## src/rtl/uart_pkg.sv

```systemverilog
`default_nettype none
// ============================================================================
// Module      : uart_pkg
// Description : Shared types and frame-length helper for the UART transceiver.
// Revision    : 1.0 - initial parametrised release
// ============================================================================
package uart_pkg;

    typedef enum logic [1:0] {
        PAR_NONE = 2'd0,
        PAR_EVEN = 2'd1,
        PAR_ODD  = 2'd2
    } parity_e;

    typedef enum logic [2:0] {
        TX_IDLE   = 3'd0,
        TX_START  = 3'd1,
        TX_DATA   = 3'd2,
        TX_PARITY = 3'd3,
        TX_STOP   = 3'd4
    } tx_state_e;

    typedef enum logic [2:0] {
        RX_IDLE   = 3'd0,
        RX_START  = 3'd1,
        RX_DATA   = 3'd2,
        RX_PARITY = 3'd3,
        RX_STOP   = 3'd4,
        RX_BREAK  = 3'd5
    } rx_state_e;

    // Frame length in clk cycles, start bit through last stop bit.
    function automatic int frame_cycles(input int data_bits, input parity_e parity_mode,
                                        input int stop_bits, input int clks_per_bit);
        int par_bits;
        par_bits = (parity_mode == PAR_NONE) ? 0 : 1;
        return (1 + data_bits + par_bits + stop_bits) * clks_per_bit;
    endfunction

endpackage
`default_nettype wire

```

## src/rtl/uart_bit_timer.sv

```systemverilog
`default_nettype none
// ============================================================================
// Module      : uart_bit_timer
// Description : Loadable down-counter; ticks once per bit period. Loading the
//               half value places the first tick at bit centre.
// Revision    : 1.0 - initial parametrised release
// ============================================================================
module uart_bit_timer #(
    parameter int CLKS_PER_BIT = 16
) (
    input  logic clk,
    input  logic reset,
    input  logic load,
    input  logic load_half,
    output logic tick
);
    localparam int CNT_W = $clog2(CLKS_PER_BIT);
    localparam logic [CNT_W-1:0] c_full_count = CNT_W'(CLKS_PER_BIT - 1);
    localparam logic [CNT_W-1:0] c_half_count = CNT_W'(CLKS_PER_BIT / 2 - 1);

    logic [CNT_W-1:0] r_count;

    always_ff @(posedge clk) begin
        if (reset) begin
            r_count <= '0;
        end else if (load) begin
            r_count <= load_half ? c_half_count : c_full_count;
        end else if (r_count == '0) begin
            r_count <= c_full_count;
        end else begin
            r_count <= r_count - 1'b1;
        end
    end

    // Not gated by load: the TX ready path feeds load, so gating would loop.
    assign tick = (r_count == '0);

endmodule
`default_nettype wire

```

## src/rtl/uart_xcvr.sv

```systemverilog
`default_nettype none
// ============================================================================
// Module      : uart_xcvr
// Description : Parametrised full-duplex UART transceiver with valid/ready TX
//               and registered RX error reporting. Define UART_RX_SYNC_EN to
//               insert a two-flop synchronizer on rx.
// Revision    : 1.0 - initial parametrised release
// ============================================================================
module uart_xcvr
    import uart_pkg::*;
#(
    parameter int      DATA_BITS    = 8,
    parameter int      CLKS_PER_BIT = 16,
    parameter parity_e PARITY_MODE  = PAR_EVEN,
    parameter int      STOP_BITS    = 1
) (
    input  logic                 clk,
    input  logic                 reset,
    input  logic                 tx_en,
    input  logic                 rx_en,
    input  logic [DATA_BITS-1:0] data_in,
    input  logic                 tx_valid,
    output logic                 tx_ready,
    output logic                 tx,
    input  logic                 rx,
    output logic [DATA_BITS-1:0] data_out,
    output logic                 data_ready,
    output logic                 parity_error,
    output logic                 stop_error
);
    localparam int BIT_CNT_W = $clog2(DATA_BITS + 1);
    localparam logic [BIT_CNT_W-1:0] c_last_data = BIT_CNT_W'(DATA_BITS);
    localparam logic [BIT_CNT_W-1:0] c_last_stop = BIT_CNT_W'(STOP_BITS);
    localparam logic c_has_parity = (PARITY_MODE != PAR_NONE);
    localparam logic c_odd        = (PARITY_MODE == PAR_ODD);

    tx_state_e            r_tx_state, w_tx_state_nxt;
    logic [DATA_BITS-1:0] r_tx_shift, w_tx_shift_nxt;
    logic [BIT_CNT_W-1:0] r_tx_cnt, w_tx_cnt_nxt;
    logic                 r_tx, w_tx_nxt, r_tx_par, w_tx_par_nxt;
    logic                 w_tx_tick, w_tx_load, w_tx_ready;

    rx_state_e            r_rx_state, w_rx_state_nxt;
    logic [DATA_BITS-1:0] r_rx_shift, w_rx_shift_nxt, r_data_out, w_data_out_nxt;
    logic [BIT_CNT_W-1:0] r_rx_cnt, w_rx_cnt_nxt;
    logic                 r_rx_par, w_rx_par_nxt, r_stop_bad, w_stop_bad_nxt, w_stop_bad;
    logic                 r_data_ready, w_data_ready_nxt;
    logic                 r_par_err, w_par_err_nxt, r_stop_err, w_stop_err_nxt;
    logic                 w_rx, w_rx_tick, w_rx_load;

`ifdef UART_RX_SYNC_EN
    logic [1:0] r_rx_sync;
    always_ff @(posedge clk) begin
        if (reset) r_rx_sync <= 2'b11;
        else       r_rx_sync <= {r_rx_sync[0], rx};
    end
    assign w_rx = r_rx_sync[1];
`else
    assign w_rx = rx;
`endif

    uart_bit_timer #(.CLKS_PER_BIT(CLKS_PER_BIT)) u_tx_timer (
        .clk(clk), .reset(reset), .load(w_tx_load), .load_half(1'b0), .tick(w_tx_tick)
    );
    uart_bit_timer #(.CLKS_PER_BIT(CLKS_PER_BIT)) u_rx_timer (
        .clk(clk), .reset(reset), .load(w_rx_load), .load_half(1'b1), .tick(w_rx_tick)
    );

    always_ff @(posedge clk) begin
        if (reset) begin
            r_tx_state   <= TX_IDLE;
            r_tx_shift   <= '0;
            r_tx_cnt     <= '0;
            r_tx         <= 1'b1;
            r_tx_par     <= 1'b0;
            r_rx_state   <= RX_IDLE;
            r_rx_shift   <= '0;
            r_rx_cnt     <= '0;
            r_rx_par     <= 1'b0;
            r_stop_bad   <= 1'b0;
            r_data_out   <= '0;
            r_data_ready <= 1'b0;
            r_par_err    <= 1'b0;
            r_stop_err   <= 1'b0;
        end else begin
            r_tx_state   <= w_tx_state_nxt;
            r_tx_shift   <= w_tx_shift_nxt;
            r_tx_cnt     <= w_tx_cnt_nxt;
            r_tx         <= w_tx_nxt;
            r_tx_par     <= w_tx_par_nxt;
            r_rx_state   <= w_rx_state_nxt;
            r_rx_shift   <= w_rx_shift_nxt;
            r_rx_cnt     <= w_rx_cnt_nxt;
            r_rx_par     <= w_rx_par_nxt;
            r_stop_bad   <= w_stop_bad_nxt;
            r_data_out   <= w_data_out_nxt;
            r_data_ready <= w_data_ready_nxt;
            r_par_err    <= w_par_err_nxt;
            r_stop_err   <= w_stop_err_nxt;
        end
    end

    // Ready is raised during the final stop cycle so a waiting frame follows with no gap.
    always_comb begin
        w_tx_state_nxt = r_tx_state;
        w_tx_shift_nxt = r_tx_shift;
        w_tx_cnt_nxt   = r_tx_cnt;
        w_tx_nxt       = r_tx;
        w_tx_par_nxt   = r_tx_par;
        w_tx_ready     = 1'b0;
        w_tx_load      = 1'b0;
        case (r_tx_state)
            TX_IDLE: w_tx_ready = 1'b1;
            TX_START: if (w_tx_tick) begin
                w_tx_state_nxt = TX_DATA;
                w_tx_nxt       = r_tx_shift[0];
                w_tx_shift_nxt = r_tx_shift >> 1;
                w_tx_cnt_nxt   = BIT_CNT_W'(1);
            end
            TX_DATA: if (w_tx_tick) begin
                if (r_tx_cnt == c_last_data) begin
                    w_tx_state_nxt = c_has_parity ? TX_PARITY : TX_STOP;
                    w_tx_nxt       = c_has_parity ? r_tx_par : 1'b1;
                    w_tx_cnt_nxt   = BIT_CNT_W'(1);
                end else begin
                    w_tx_nxt       = r_tx_shift[0];
                    w_tx_shift_nxt = r_tx_shift >> 1;
                    w_tx_cnt_nxt   = r_tx_cnt + 1'b1;
                end
            end
            TX_PARITY: if (w_tx_tick) begin
                w_tx_state_nxt = TX_STOP;
                w_tx_nxt       = 1'b1;
                w_tx_cnt_nxt   = BIT_CNT_W'(1);
            end
            TX_STOP: if (w_tx_tick) begin
                if (r_tx_cnt == c_last_stop) begin
                    w_tx_ready     = 1'b1;
                    w_tx_state_nxt = TX_IDLE;
                end else begin
                    w_tx_cnt_nxt   = r_tx_cnt + 1'b1;
                end
            end
            default: w_tx_state_nxt = TX_IDLE;
        endcase
        if (w_tx_ready && tx_valid && tx_en) begin
            w_tx_state_nxt = TX_START;
            w_tx_nxt       = 1'b0;
            w_tx_shift_nxt = data_in;
            w_tx_par_nxt   = c_odd ^ (^data_in);
            w_tx_load      = 1'b1;
        end
    end

    always_comb begin
        w_rx_state_nxt   = r_rx_state;
        w_rx_shift_nxt   = r_rx_shift;
        w_rx_cnt_nxt     = r_rx_cnt;
        w_rx_par_nxt     = r_rx_par;
        w_stop_bad_nxt   = r_stop_bad;
        w_stop_bad       = r_stop_bad | ~w_rx;
        w_data_out_nxt   = r_data_out;
        w_data_ready_nxt = 1'b0;
        w_par_err_nxt    = r_par_err;
        w_stop_err_nxt   = r_stop_err;
        w_rx_load        = 1'b0;
        if (!rx_en) begin
            w_rx_state_nxt = RX_IDLE;
        end else begin
            case (r_rx_state)
                RX_IDLE: if (!w_rx) begin
                    w_rx_state_nxt = RX_START;
                    w_rx_load      = 1'b1;
                end
                RX_START: if (w_rx_tick) begin
                    w_rx_state_nxt = w_rx ? RX_IDLE : RX_DATA;
                    w_rx_cnt_nxt   = BIT_CNT_W'(1);
                end
                RX_DATA: if (w_rx_tick) begin
                    w_rx_shift_nxt = {w_rx, r_rx_shift[DATA_BITS-1:1]};
                    w_rx_cnt_nxt   = r_rx_cnt + 1'b1;
                    if (r_rx_cnt == c_last_data) begin
                        w_rx_state_nxt = c_has_parity ? RX_PARITY : RX_STOP;
                        w_rx_cnt_nxt   = BIT_CNT_W'(1);
                        w_stop_bad_nxt = 1'b0;
                    end
                end
                RX_PARITY: if (w_rx_tick) begin
                    w_rx_par_nxt   = w_rx;
                    w_rx_state_nxt = RX_STOP;
                    w_rx_cnt_nxt   = BIT_CNT_W'(1);
                end
                RX_STOP: if (w_rx_tick) begin
                    w_rx_cnt_nxt   = r_rx_cnt + 1'b1;
                    w_stop_bad_nxt = w_stop_bad;
                    if (r_rx_cnt == c_last_stop) begin
                        w_rx_state_nxt   = w_stop_bad ? RX_BREAK : RX_IDLE;
                        w_data_out_nxt   = r_rx_shift;
                        w_data_ready_nxt = 1'b1;
                        w_par_err_nxt    = c_has_parity & (^r_rx_shift ^ r_rx_par ^ c_odd);
                        w_stop_err_nxt   = w_stop_bad;
                    end
                end
                RX_BREAK: if (w_rx) w_rx_state_nxt = RX_IDLE;
                default: w_rx_state_nxt = RX_IDLE;
            endcase
        end
    end

    assign tx_ready     = w_tx_ready;
    assign tx           = r_tx;
    assign data_out     = r_data_out;
    assign data_ready   = r_data_ready;
    assign parity_error = r_par_err;
    assign stop_error   = r_stop_err;

endmodule
`default_nettype wire
```

## config.mk

```make
export PLATFORM = sky130hd
export DESIGN_NAME = uart_xcvr
export DESIGN_NICKNAME = d
export VERILOG_FILES = /design/src/rtl/uart_pkg.sv /design/src/rtl/uart_bit_timer.sv /design/src/rtl/uart_xcvr.sv
export SDC_FILE = /design/constraint.sdc
export NUM_CORES = 1
export LEC_CHECK = 0
export CAP_MARGIN = 30
export CORE_MARGIN = 1
export CORE_UTILIZATION = 56
export CTS_BUF_LIST = sky130_fd_sc_hd__clkbuf_4 sky130_fd_sc_hd__clkbuf_8 sky130_fd_sc_hd__clkbuf_16
export CTS_CLUSTER_SIZE = 24
export DETAILED_ROUTE_END_ITERATION = 8
export PLACE_DENSITY = 0.85
export RECOVER_POWER = 50
export SYNTH_ARGS = -nofsm -noshare
export SYNTH_HDL_FRONTEND = slang
export SYNTH_SLANG_ARGS = --single-unit
```

## constraint.sdc

```tcl
create_clock -name clk -period 1.9 [get_ports clk]
set_input_delay 0.285 -clock clk [delete_from_list [all_inputs] [get_ports clk]]
set_output_delay 0.285 -clock clk [all_outputs]
set_load 0.01 [all_outputs]
```

==> results of run 1 <==
Yosys cell counts (all sizes together) (4+ instances only):
master | number | area [sq um]
mux2i | 29 | 290
o21ai | 7 | 38.8
dfxtp | 53 | 1060
a21oi | 19 | 98.9
a31oi | 5 | 31.3
ha | 9 | 113
clkbuf | 8 | 30.0
or3b | 4 | 35.0
xor2 | 4 | 35.0
nor2 | 43 | 161
inv | 11 | 41.3
nand2 | 11 | 43.8
buf | 6 | 30.0
a211oi | 8 | 60.1
nor3b | 6 | 61.3
xnor2 | 15 | 131
o31ai | 4 | 30.0
nor3 | 7 | 51.3
per-layer routing:
metal,GRT usage,wire length (microns),up-vias
li1,-,-,1089
met1,0.277,2370,1021
met2,0.401,2640,41
met3,0.0499,232,4
met4,0.0644,49,0
met5,0,0,-
final timing paths:
check	cells after the start	start	end	slack, ns
hold / removal	2	r_stop_bad	r_stop_bad	0.47
setup / recovery	8	r_tx_cnt[0]	r_tx_cnt[3]	0.1
hold reg to reg	2	r_stop_bad	r_stop_bad	0.47
setup reg to reg	8	r_tx_cnt[0]	r_tx_cnt[3]	0.1
area by class of cell:
cell class / instances / area share
flip-flops and latches: 53 / 0.329
inverters: 11 / 0.0128
clock inverters: 2 / 0.00425
well taps: 52 / 0.0201
multi-input cells: 208 / 0.470
repair buffers: 50 / 0.138
clock buffers: 6 / 0.0255
registers in the layout, summed over array words and instances (netlist names):
| register | flops |
|---|---|
| data_out | 8 |
| r_rx_shift | 8 |
| r_tx_shift | 8 |
| r_rx_cnt | 4 |
| r_tx_cnt | 4 |
| u_rx_timer.r_count | 4 |
| u_tx_timer.r_count | 4 |
| r_rx_state | 3 |
| r_tx_state | 3 |
| data_ready | 1 |
| parity_error | 1 |
| r_rx_par | 1 |
| r_stop_bad | 1 |
| r_tx_par | 1 |
| stop_error | 1 |
| tx | 1 |
power by group through the flow:
stage          Clock [uW]  Sequential (uW)  Combinational, uW
6_report              651             1240                471
5_1_grt               716             1250                519
4_1_cts               670             1240                452
3_5_place_dp            0             1260                439
3_3_place_gp            0             1260                426
2_1_floorplan           0             1240                311
logic make-up after synthesis:
kind of cell,after synthesis
compound gates,53
xor+xnor,20
fa+ha+maj,9
buf+inv,25
flops,53
mux,29
simple gates,97
timing repair:
action                     4_1_cts  5_1_grt
gates resized for setup          7       14
buffers inserted                 3        0
pin swaps                        1        6
setup endpoints to repair        1       18
stage by stage:
step	hold WS [ns]	cell area, sq um
floorplan	0.432	2630
global placement	0.456	3070
detailed placement	0.456	3070
CTS	0.470	3190
global route	0.498	3240
finish	0.474	3240
cell usage in the layout, fill, tap and decap left out, types with 2 or more instances in the layout:
cell type        Yosys  routed
nor3b_4              1       3
o21bai_1             2       2
nand2b_1             3       3
nor3b_1              4       2
a211oi_1             8       7
clkdlybuf4s50_1      0      25
o31ai_1              4       4
nand3b_1             3       3
inv_1               11      10
or3b_1               3       3
or4_1                2       2
xnor2_1             15      15
dfxtp_1             53      50
clkbuf_8             0       6
nor2_1              43      43
o21ai_0              4       4
mux2i_1             29      29
nor3_2               1       2
nand2_1             10      10
dfxtp_2              0       3
and3b_1              2       2
nand3_1              2       2
nor3_1               5       4
xor2_1               4       4
nand4_1              3       3
a31oi_1              5       5
o21ai_2              1       2
buf_4                0      21
nor2b_1              3       3
a21oi_1             18      18
ha_1                 9       6
nor4_1               2       2
ha_2                 0       3
worst register-to-register path: stages (launching register included):
cell and delay (ns):
dfxtp_2 0.34, buf_4 0.13, inv_1 0.04, ha_1 0.19, nand3b_1 0.15, a21oi_1 0.07, a2bb2oi_2 0.16, or4_1 0.51
a21oi_1 0.14
==> summary.txt, run 1 <==
Status
  • Status: finished, violations left
  • Failing checks: DRC

STA
  • # setup viols final: 0
  • Slew Limit Fails: 0
  • Crit path time final: 1.80 ns
  • Fmax: 0.555 GHz
  • Endpoints failing hold: 0
  • Clk_skew: 0.0126 ns
  • Tcrit/Tclk final: 0.948
  • Worst rel slew slack: 0.733
  • Final WS setup: 0.0990 ns
  • Worst Tran Pin Value: 0.397 ns
  • Final setup TNS: 0 ns

Power
  • Sequential share of power: 0.526
  • Design Power: 2370 uW
  • Clock power frac: 0.275
  • Sw Share: 0.274
  • Peak supply drop: 0.564 mV
  • Pint: 1720 uW
  • Switching power: 649 uW
  • Cell Pwr Density: 731 nW/um^2
  • Comb pwr share: 0.199
  • Leakage: 0.00132 uW

Worst setup path
  • Crit path cell chain: buf_4 > inv_1 > ha_1 > nand3b_1 > a21oi_1 > a2bb2oi_2 > or4_1 > a21oi_1
  • Most frequent CP cell: a21oi_1
  • Worst setup SP type: flop
  • Critical Path RT: 2.14 ns
  • CP peak stage delay: 0.51 ns
  • Crit-path max FO: 5
  • Slowest stage cell, crit path: or4_1
  • Setup crit end kind: flop
  • CP top delay family: simple AND/OR/NAND/NOR gates
  • Critical Path AT: 2.04 ns
  • Kind of critical path: flop to flop
  • Crit path buf inv count: 2

Logic synthesis
  • Post-synthesis adder-cell area fraction: 0.0428
  • Largest family of logic cells by synthesized area: simple AND/OR/NAND/NOR gates
  • Post-synthesis simple-gate area fraction: 0.203
  • Post-synthesis xor/xnor area fraction: 0.0718
  • EDFF count, synth: 0
  • Post-synthesis compound-gate area fraction: 0.130
  • Synth Net Count: 309
  • Mean post-synth cell area: 9.20 sq um
  • Asr flop ratio synth: 0
  • Ys Warns: 0
  • Most used DFF post-synth: dfxtp_1
  • Register area share after synthesis: 0.403
  • Synthesized flop and latch total: 53
  • Cell count after synthesis: 286
  • Cell Area, Synth: 2630 sq um
  • Unique masters post-synth: 50
  • Multiplexer share of the synthesized area: 0.110

Run
  • Max cap viols: 0

Clock network
  • CTS tree: yes
  • Clock Sinks: 53
  • Num CTS Buffers: 5
  • CTS Buffer Depth: 2
  • CTS Hold Bufs: 0
  • H-tree depth: 2
  • Clk pin slew, worst setup/hold paths: 0.10 ns
  • CTS Root Cell: clkbuf_8
  • Worst-Skew Late Latency: 0.30 ns

Finish
  • Layout cell share with drive strength beyond 1: 0.164
  • FILL cells: 327
  • Final #Nets: 352
  • FF/Latch Area: 1060 sq um
  • Final core area utilization: 0.728
  • Area growth syn-to-layout: 23.1%
  • Area of the multi-input gates: 1520 sq um
  • ANT cells: 0
  • Fin cells: 382

Routing
  • WL per Instance: 13.9 microns
  • TritonRoute pass-1 iters: 6
  • DRC: 4
  • DRT iter0 DRCs: 109
  • Total number of vias: 2155
  • Vias per Instance: 5.64
  • Antenna-violating nets left: 0
  • Total routed wirelength: 5290 microns

Global routing
  • Initial antenna violation count: 0
  • Grt ovf: 0
  • Largest net degree at the start of global routing: 25
  • Global-route usage over all layers: 0.226
  • Vias in the first global route: 2075
  • First-pass GRT wire length: 9080 microns

Floorplan
  • Num ports: 27
  • Num rows: 24
  • Die area: 4970 sq um
  • Die Span Y: 70.5 microns
  • Core area: 4440 sq um
  • Starting density of the core: 0.592
  • Die W: 70.5 microns

Placed design
  • Placed cells: 371
  • GPL Wtd Cong: 0.882
  • IO buf count: 26
  • Hpwl dp: 3860 microns
  • Dpl ws: -0.106 ns

Worst hold path
  • HP Class: flop to flop
Power figures use the tool's default switching activity.
==> inputs of run 2 (changes only) <==
--- a/config.mk
+++ b/config.mk
@@ -15,4 +15,5 @@
 export RECOVER_POWER = 50
 export SYNTH_ARGS = -nofsm -noshare
 export SYNTH_HDL_FRONTEND = slang
+export SYNTH_HIERARCHICAL = 1
 export SYNTH_SLANG_ARGS = --single-unit
==> summary.txt, run 2 <==
Routing
  • Total number of vias: 2327 (+8.0%)
  • Antenna-violating nets left: 0 (unchanged)
  • Vias per Instance: 5.75 (+1.8%)
  • Max layer used: met4
  • DRC: 0 (-4)
  • Met2 wire length: 3220 microns (+22%)
  • Total routed wirelength: 6230 microns (+18%)
  • Metal3 WL: 231 microns (-0.43%)
  • DRT iter0 DRCs: 109 (unchanged)
  • TritonRoute pass-1 iters: 6 (unchanged)
  • Metal1 wirelength: 2600 microns (+9.9%)
  • WL per Instance: 15.4 microns (+11%)

Power
  • Switching power: 659 uW (+1.5%)
  • Sequential share of power: 0.488 (-0.038)
  • Clock power frac: 0.324 (+0.049)
  • Peak supply drop: 0.541 mV (-4.2%)
  • Leakage: 0.00134 uW (+2.0%)
  • Sw Share: 0.265 (-0.00895)
  • Comb pwr share: 0.189 (-0.010)
  • Pint: 1820 uW (+6.3%)
  • Cell Pwr Density: 724 nW/um^2 (-0.97%)

STA
  • Worst rel slew slack: 0.536 (-0.197)
  • Tcrit/Tclk final: 1.06 (+0.109)
  • Endpoints failing hold: 0 (unchanged)
  • Final WS setup: -0.109 ns (-0.208 ns)
  • Worst Tran Pin Value: 0.696 ns (+0.299 ns)
  • RSZ-0062 raised after global routing: true
  • # setup viols final: 3 (+3)
  • Crit path time final: 2.01 ns (+0.208 ns)
  • Clk_skew: 0.00740 ns (-0.00518 ns)
  • Fmax: 0.498 GHz (-10%)
  • Slew Limit Fails: 0 (unchanged)

Worst setup path
  • Critical Path RT: 1.62 ns (-0.52 ns)
  • Crit-path max FO: 2 (-3)
  • R2R depth: 9 (+1)
  • Setup crit end kind: primary output
  • Kind of critical path: flop to primary output
  • Critical Path AT: 1.72 ns (-0.32 ns)
  • Worst setup SP type: flop

Logic synthesis
  • EDFF count, synth: 0 (unchanged)
  • Largest family of logic cells by synthesized area: simple AND/OR/NAND/NOR gates
  • Post-synthesis simple-gate area fraction: 0.208 (+0.00559)
  • Most frequent cell after synthesis: dfxtp_1
  • Cell count after synthesis: 301 (+5.2%)
  • Synth top area cells: dfxtp_1 (40%), mux2i_1 (7.9%), nor2_1 (5.9%)
  • Register area share after synthesis: 0.398 (-0.00568)
  • Synth top area share: 0.398 (-0.00568)
  • Cell Area, Synth: 2670 sq um (+1.4%)
  • Synth Net Count: 323 (+4.5%)
  • Unique masters post-synth: 59 (+18%)
  • Most used DFF post-synth: dfxtp_1
  • Ys Warns: 6 (+6)
  • Synth area leader: dfxtp_1
  • Post-synthesis xor/xnor area fraction: 0.0675 (-0.00429)
  • Asr flop ratio synth: 0 (unchanged)
  • Mean post-synth cell area: 8.86 sq um (-3.6%)
  • Post-synthesis compound-gate area fraction: 0.153 (+0.0226)
  • Multiplexer share of the synthesized area: 0.0830 (-0.0274)
  • Post-synthesis adder-cell area fraction: 0.0375 (-0.00529)
  • Post-synth top cells: dfxtp_1 (53), nor2_1 (42), a21oi_1 (24)
  • Synthesized flop and latch total: 53 (unchanged)

Clock network
  • H-tree depth: 2 (unchanged)
  • Num CTS Buffers: 5 (unchanged)
  • CTS Buffer Depth: 2 (unchanged)
  • CTS Root Cell: clkbuf_8
  • Worst-Skew Late Latency: 0.31 ns (about the same)
  • CTS tree: yes
  • Clock Sinks: 53 (unchanged)
  • Clk pin slew, worst setup/hold paths: 0.10 ns (about the same)

Status
  • Failing checks: setup timing
  • Status: finished, violations left

Finish
  • Area of the multi-input gates: 1610 sq um (+6.1%)
  • Final instance area: 3430 sq um (+6.0%)
  • Area growth syn-to-layout: 28.6%
  • Final #Nets: 374 (+6.3%)
  • Layout cell share with drive strength beyond 1: 0.235 (+0.0715)
  • Fin cells: 405 (+6.0%)
  • FILL cells: 296 (-9.5%)
  • FF/Latch Area: 1070 sq um (+0.23%)
  • Most frequent cells in the layout: dfxtp_1 (48), nor2_1 (41), buf_4 (27)
  • Most common cell after layout, fill and taps aside: dfxtp_1
  • ANT cells: 0 (unchanged)
  • Final core area utilization: 0.767 (+0.0385)

Worst hold path
  • HP Class: flop to flop
  • Hold Path Cell Cnt: 2 (unchanged)

Run
  • Max cap viols: 0 (unchanged)

Floorplan
  • Core area: 4470 sq um (+0.68%)
  • Die Span Y: 71.0 microns (+0.69%)
  • Starting density of the core: 0.596 (+0.00442)
  • Num ports: 27 (unchanged)
  • Num rows: 24 (unchanged)
  • Die W: 71.0 microns (+0.69%)
  • Die area: 5040 sq um (+1.4%)

Global routing
  • Initial antenna violation count: 0 (unchanged)
  • First-pass GRT wire length: 9340 microns (+2.9%)
  • Vias in the first global route: 2115 (+1.9%)
  • Largest net degree at the start of global routing: 34 (+36%)
  • Global-route usage over all layers: 0.233 (+0.00745)
  • Grt ovf: 0 (unchanged)

Placed design
  • Placed cells: 389 (+4.9%)
  • Hpwl dp: 3670 microns (-4.9%)
  • GPL Wtd Cong: 0.908 (+3.0%)
  • IO buf count: 26 (unchanged)
  • Placed cell area: 3130 sq um (+2.2%)
-- run 2: cell families after synthesis --
logic type,after synthesis
fa+ha+maj,8
xor+xnor,19
other cells,2
buf+inv,29
simple gates,108
mux,22
compound gates,60
flops,53
-- run 2: final timing paths --
| check | start | to | slack (ns) |
|---|---|---|---|
| max | u_tx_timer/r_count[1] | tx_ready | -0.11 |
| max reg2reg | u_tx_timer/r_count[1] | r_tx_shift[6] | -0.03 |
| min reg2reg | r_tx_shift[4] | r_tx_shift[4] | 0.48 |
| min | r_tx_shift[4] | r_tx_shift[4] | 0.48 |
-- run 2: repair_timing --
item	4_1_cts	5_1_grt
cloned	1	0
gates resized for setup	10	32
setup buffers	0	7
hold buffers	0	0
hold endpoints to repair	0	0
setup endpoints to repair	25	26
pin swaps	1	21
-- run 2: layout make-up --
class                      count  area share
clock inverter                 2      0.0109
multi-input combinational    220       0.470
sequential                    53       0.311
tap                           52      0.0190
clock buffer                   6      0.0241
inverter                      16      0.0175
timing repair buffer          56       0.147
-- run 2: power by group through the flow --
stage | clock network, uW | registers [uW] | logic, uW
2_1_floorplan | 0 | 1210 | 251
3_5_place_dp | 0 | 1220 | 372
3_3_place_gp | 0 | 1220 | 359
5_1_grt | 861 | 1220 | 502
4_1_cts | 813 | 1200 | 388
6_report | 804 | 1210 | 468
-- run 2: layer usage --
metal	global-route usage	vias to the layer above
met5	0	-
met2	0.401	62
met3	0.0385	16
met4	0.107	0
li1	-	1145
met1	0.287	1104
-- run 2: worst max-delay path: stages, from the launching register on --
cell,delay [ns]
dfxtp_2,0.33
inv_2,0.06
ha_4,0.13
nor3b_4,0.22
nor4bb_4,0.26
nor2_1,0.09
nor3_1,0.16
buf_2,0.15
-- run 2: through the flow --
step	setup TNS (ns)	worst slack, ns	hold slack, ns	total power, uW
after global routing	-0.922	-0.229	0.491	2580
after detailed placement	-1.94	-0.192	0.448	1590
after CTS	-0.0315	-0.0315	0.461	2400
after global placement	-0.655	-0.114	0.442	1580
final	-0.137	-0.109	0.475	2480
after floorplan	0	0.00673	0.354	1460
